===== config.mk =====
export PLATFORM = sky130hd
export DESIGN_NAME = uart_tx_arbiter
export DESIGN_NICKNAME = d
export VERILOG_FILES = /design/src/rtl/uart_tx_arbiter.sv
export SDC_FILE = /design/constraint.sdc
export NUM_CORES = 1
export LEC_CHECK = 0
export CAP_MARGIN = 40
export CORE_MARGIN = 3
export CORE_UTILIZATION = 50
export DETAILED_ROUTE_END_ITERATION = 7
export GPL_TIMING_DRIVEN = 0
export HOLD_SLACK_MARGIN = 0.08
export PLACE_DENSITY_LB_ADDON = 0.2
export SLEW_MARGIN = 25
export SYNTH_ARGS = -nofsm -noshare
export SYNTH_HDL_FRONTEND = slang
export SYNTH_SLANG_ARGS = --single-unit

===== constraint.sdc =====
create_clock -name clk -period 2.85 [get_ports clk]
set_clock_uncertainty 0.2 [all_clocks]
set_input_delay 0.4275 -clock clk [delete_from_list [all_inputs] [get_ports clk]]
set_output_delay 0.4275 -clock clk [all_outputs]
set_load 0.05 [all_outputs]

===== src/rtl/uart_tx_arbiter.sv =====
// uart_tx_arbiter: shares one UART transmitter between NUM_REQ byte producers.
// Round-robin grant, byte latch, transmitter start, done/timeout wait, then an
// idle gap counted in baud ticks before the next arbitration.
//
// Handshake: req[i] is a level held by requester i until it sees grant[i], a
// one-clk pulse in the IDLE cycle where din slice i is latched; the requester
// may drop req the following cycle. tx_start is a one-clk pulse; tx_data is
// stable from tx_start until tx_done_tick and holds until the next grant.
module uart_tx_arbiter #(
  parameter int NUM_REQ       = 2,
  parameter int DATA_BITS     = 8,
  parameter int GAP_TICKS     = 16,
  parameter int TIMEOUT_TICKS = 4096
) (
  input  logic                         clk,
  input  logic                         reset,
  input  logic                         tick,
  input  logic [NUM_REQ-1:0]           req,
  input  logic [NUM_REQ*DATA_BITS-1:0] din,
  output logic [NUM_REQ-1:0]           grant,
  output logic                         tx_start,
  output logic [DATA_BITS-1:0]         tx_data,
  input  logic                         tx_done_tick,
  output logic                         busy,
  output logic                         timeout_err,
  output logic [2:0]                   state_dbg
);

  localparam int IW = (NUM_REQ > 1) ? $clog2(NUM_REQ) : 1;
  localparam int GW = (GAP_TICKS > 1) ? $clog2(GAP_TICKS) : 1;
  localparam int TW = (TIMEOUT_TICKS > 1) ? $clog2(TIMEOUT_TICKS) : 1;
  localparam logic [GW-1:0] GAP_LAST = GW'((GAP_TICKS > 0) ? GAP_TICKS - 1 : 0);
  localparam logic [TW-1:0] TO_LAST  = TW'((TIMEOUT_TICKS > 0) ? TIMEOUT_TICKS - 1 : 0);

  typedef enum logic [2:0] {
    IDLE      = 3'd0,
    LOAD      = 3'd1,
    START     = 3'd2,
    WAIT_DONE = 3'd3,
    GAP       = 3'd4
  } state_t;

  state_t                 state_q, state_d;
  logic [IW-1:0]          last_q, last_d;
  logic [GW-1:0]          gap_q, gap_d;
  logic [TW-1:0]          to_q, to_d;
  logic [DATA_BITS-1:0]   data_q, data_d;
  logic                   err_q, err_d;

  logic                   found;
  logic [IW-1:0]          win;
  logic [IW-1:0]          cand;

  // Round-robin search: first set req bit starting just after the last winner.
  always_comb begin
    found = 1'b0;
    win   = '0;
    cand  = '0;
    for (int k = 1; k <= NUM_REQ; k++) begin
      cand = IW'((int'(last_q) + k) % NUM_REQ);
      if (!found && req[cand]) begin
        found = 1'b1;
        win   = cand;
      end
    end
  end

  // Next-state, counters and pulse outputs; everything holds unless a state acts.
  always_comb begin
    state_d  = state_q;
    last_d   = last_q;
    gap_d    = gap_q;
    to_d     = to_q;
    data_d   = data_q;
    err_d    = err_q;
    grant    = '0;
    tx_start = 1'b0;
    case (state_q)
      IDLE: begin
        // reset is included so no grant can show while reset is held
        if (found && reset) begin
          grant[win] = 1'b1;
          data_d     = din[win*DATA_BITS +: DATA_BITS];
          last_d     = win;
          state_d    = LOAD;
        end
      end
      LOAD: state_d = START;
      START: begin
        tx_start = 1'b1;
        to_d     = '0;
        state_d  = WAIT_DONE;
      end
      WAIT_DONE: begin
        // a tick coinciding with done belongs to neither counter
        if (tx_done_tick) begin
          gap_d   = '0;
          state_d = GAP;
        end else if (tick) begin
          if (to_q == TO_LAST) begin
            err_d   = 1'b1;
            gap_d   = '0;
            state_d = GAP;
          end else begin
            to_d = to_q + 1'b1;
          end
        end
      end
      GAP: begin
        if (GAP_TICKS == 0) begin
          state_d = IDLE;
        end else if (tick) begin
          if (gap_q == GAP_LAST) state_d = IDLE;
          else                   gap_d   = gap_q + 1'b1;
        end
      end
      default: state_d = IDLE;
    endcase
  end

  // State and datapath registers; last_q starts at NUM_REQ-1 so requester 0 wins first.
  always_ff @(posedge clk or negedge reset) begin
    if (!reset) begin
      state_q <= IDLE;
      last_q  <= IW'(NUM_REQ - 1);
      gap_q   <= '0;
      to_q    <= '0;
      data_q  <= '0;
      err_q   <= 1'b0;
    end else begin
      state_q <= state_d;
      last_q  <= last_d;
      gap_q   <= gap_d;
      to_q    <= to_d;
      data_q  <= data_d;
      err_q   <= err_d;
    end
  end

  assign tx_data     = data_q;
  assign busy        = (state_q != IDLE);
  assign timeout_err = err_q;
  assign state_dbg   = state_q;

endmodule


==> flow_summary_export.csv <==
group,metric,value,unit
synth,synth_cells,171,
grt,grt-ovfl-total,0,
timing,rsz0062_at_grt,"false",
clocking,cts_tree,"built",
die,core,3080,um^2
power_and_ir_drop,switching_share,0.468,
synth,ys_ff_latch,29,
critical_path,r2r_cells,5,
clocking,cts_buffers,5,
routing,final_antenna_net_count,0,
grt,antenna_found_initial,0,
power_and_ir_drop,p_leak,0.946,nW
run,maxCapViolations,0,
routing,wl,3850,um
power_and_ir_drop,p_sw,870,uW
critical_path,worstPathArrival,2.11,ns
routing,routed.top_layer,"met4",
grt,grt_max_degree,29,
clocking,path_clk_slew,0.09,ns
synth,syn_avg_cell_area,9.59,um^2
critical_path,cp_max_fo,10,
timing,slew_headroom,0.646,
critical_path,start_kind,"flop",
synth,synth_fp_nets,195,
timing,fin_setup_tns,0,ns
final_layout,final_util,0.697,
critical_path,critPathCaptureType,"output pin",
synth,ys_seq_area_frac,0.444,
critical_path,crit_type,"flop to output pin",
critical_path,critPathRequiredTime,2.22,ns
power_and_ir_drop,clock_power_share,0.136,
worst_hold_path,hold_start,"tick",
synth,synth_edf_count,0,
grt,grt_util_all_layers,0.210,
clocking,htreeDepth,2,
die,die-area,4000,um^2
power_and_ir_drop,p_total,1.86,mW
die,pin_count,38,
timing,tightest_slew,0.526,ns
timing,setup_viol,0,
grt,grt_pass1_wl,6650,um
grt,grt_pass1_vias,1449,
clocking,clock-sinks,29,
placed_design,dp_slack,-0.419,ns
critical_path,r2r_slack,0.82,ns
routing,met2WireLength,1940,um
critical_path,r2r-end,"gap_q[2]",
synth,synthesis.area,1640,um^2
power_and_ir_drop,vdd_drop_max,691,uV
placed_design,portBuffers,36,
die,die_x,63.3,um
timing,fin_crit,2.74,ns
final_layout,layout-drive-gt1-share,0.147,
clocking,root_buffer,"clkbuf_4",
routing,route.detailed.wl_per_inst,14.8,um
power_and_ir_drop,power_frac_comb,0.537,
final_layout,finalNonFillerCells,261,
final_layout,diodes,0,
routing,num_vias,1458,
final_layout,syn2layout_area_growth,30.9,%
synth,yosysUniqueCellTypes,49,
synth,ys_dominant_reg_cell,"dfrtp_1",
power_and_ir_drop,p_per_area,867,nW/um^2
power_and_ir_drop,seq_power_share,0.327,
status,status,"completed",
routing,drc,0,
die,die_h,63.3,um
synth,ys_warn_count,0,
worst_hold_path,min_path_type,"input port to flop",
worst_hold_path,holdPathEnd,"state_dbg[2]",
synth,async_reset_ff_frac,1.00,
routing,drt_iter0_markers,165,
routing,wl_met3,222,um
final_layout,nets,241,
clocking,clk_latency,0.32,ns
power_and_ir_drop,p_int,990,uW
placed_design,dp_hpwl,2860,um
timing,hold_violations,0,
die,num_rows,20,
critical_path,r2r_start,"state_dbg[0]",
placed_design,placed_cells,251,
timing,fmax,0.365,GHz
routing,avgViaCountPerCell,5.59,
timing,worst_slack,0.111,ns
routing,drt_first_pass_iters,4,
die,start_util,0.533,
worst_hold_path,min_path_cells,2,
timing,drv_slew,0,
placed_design,place_congestion,0.904,
clocking,clk_path_buf_depth,2,
timing,fin_crit_sh,0.961,
routing,wl_met1,1640,um
## routing by layer
metal	vias up	track usage
met1	689	0.258
met5	-	0
met3	6	0.0535
met4	0	0.0782
met2	45	0.353
li1	718	-
## repair_timing
item / CTS / global route
hold buffers: 2 / 0
hold endpoints to repair: 28 / 0
endpoints found under the setup margin: 3 / 0
gates resized for setup: 6 / 0
buffers inserted: 0 / 0
## registers in the layout, indices dropped and copies added, names as in the netlist
register	cells
to_q	12
state_dbg	3
timeout_err	1
gap_q	4
last_q	1
tx_data	8
## worst max path at each step
| stage | startpoint | endpoint | slack (ns) |
|---|---|---|---|
| CTS | state_dbg[1] | grant[1] | 0.09 |
| floorplan | state_dbg[1] | grant[0] | 0.04 |
| finish | state_dbg[0] | grant[1] | 0.11 |
| detailed placement | reset | grant[1] | -0.42 |
| global placement | reset | grant[1] | -1.46 |
| global route | req[1] | grant[1] | 0.007 |
## kinds of logic (layout without fill, tap and decap cells)
kind of cell,Yosys count,count (layout),share of synthesized area
adder cells (fa/ha/maj),2,2,0.0153
XOR/XNOR,1,1,0.00534
multiplexers,13,13,0.0809
flip-flops,29,29,0.444
AND/OR/NAND/NOR,73,73,0.240
AO/OA/AOI/OAI,43,43,0.179
buffers and inverters,10,56,0.0359
## synthesized netlist by cell type (2+ instances only)
| library cell | number | share of area |
|---|---|---|
| a21oi_1 | 14 | 0.043 |
| a41o_1 | 2 | 0.012 |
| buf_4 | 3 | 0.014 |
| nor2_1 | 15 | 0.034 |
| mux2_2 | 2 | 0.014 |
| nor3_1 | 4 | 0.012 |
| a41o_2 | 2 | 0.014 |
| a21boi_0 | 2 | 0.0092 |
| nand4_1 | 4 | 0.015 |
| a31oi_1 | 5 | 0.019 |
| and2_1 | 3 | 0.011 |
| dfrtp_1 | 28 | 0.43 |
| or3_1 | 2 | 0.0076 |
| o21ai_0 | 5 | 0.015 |
| a22o_1 | 3 | 0.016 |
| and3_1 | 2 | 0.0076 |
| inv_1 | 2 | 0.0046 |
| nand3_1 | 6 | 0.018 |
| nand2_1 | 17 | 0.039 |
| mux2i_1 | 11 | 0.067 |
| nand2b_1 | 7 | 0.027 |
| ha_1 | 2 | 0.015 |
| nor2b_1 | 3 | 0.011 |
| buf_2 | 2 | 0.0061 |
## metrics by stage
step                      instance area (um^2)  hold WS (ns)
after floorplan                           1640       -0.0681
after global placement                    2060         0.254
after detailed placement                  2050         0.261
after CTS                                 2140         0.152
after global routing                      2150         0.155
final                                     2150         0.166
## worst max-delay path, cell delays in order, from the launching register on
cell and delay, ns:
dfrtp_1 0.42, buf_4 0.19, or3_1 0.41, nor2_4 0.24, and2_1 0.16, clkdlybuf4s15_2 0.36
## final cells by class
cell class | instances | area, um^2
Multi-Input combinational cell | 132 | 858
Clock buffer | 7 | 55.1
Fill cell | 245 | 932
Tap cell | 44 | 55.1
Timing Repair Buffer | 39 | 392
Inverter | 3 | 11.3
Buffer | 7 | 47.5
Sequential cell | 29 | 727
## placed cells by master, fill, tap and decap left out, types with 4 or more instances in the layout
master / synthesis / layout
clkdlybuf4s50_1: 0 / 32
dfrtp_1: 28 / 28
nand2_1: 17 / 17
nor2_1: 15 / 15
a21oi_1: 14 / 14
mux2i_1: 11 / 11
nand2b_1: 7 / 7
nand3_1: 6 / 6
o21ai_0: 5 / 5
a31oi_1: 5 / 5
clkbuf_4: 0 / 5
buf_4: 3 / 4
nand4_1: 4 / 4
## power by group through the flow
stage	sequential (mW)	clock, mW	combinational [mW]
floorplan	0.855	0	0.438
global placement	0.602	0	0.985
detailed placement	0.615	0	1.00
CTS	0.609	0.262	1.01
global route	0.625	0.287	1.07
finish	0.609	0.252	0.998
No activity file was read; power rests on OpenSTA's default activity.
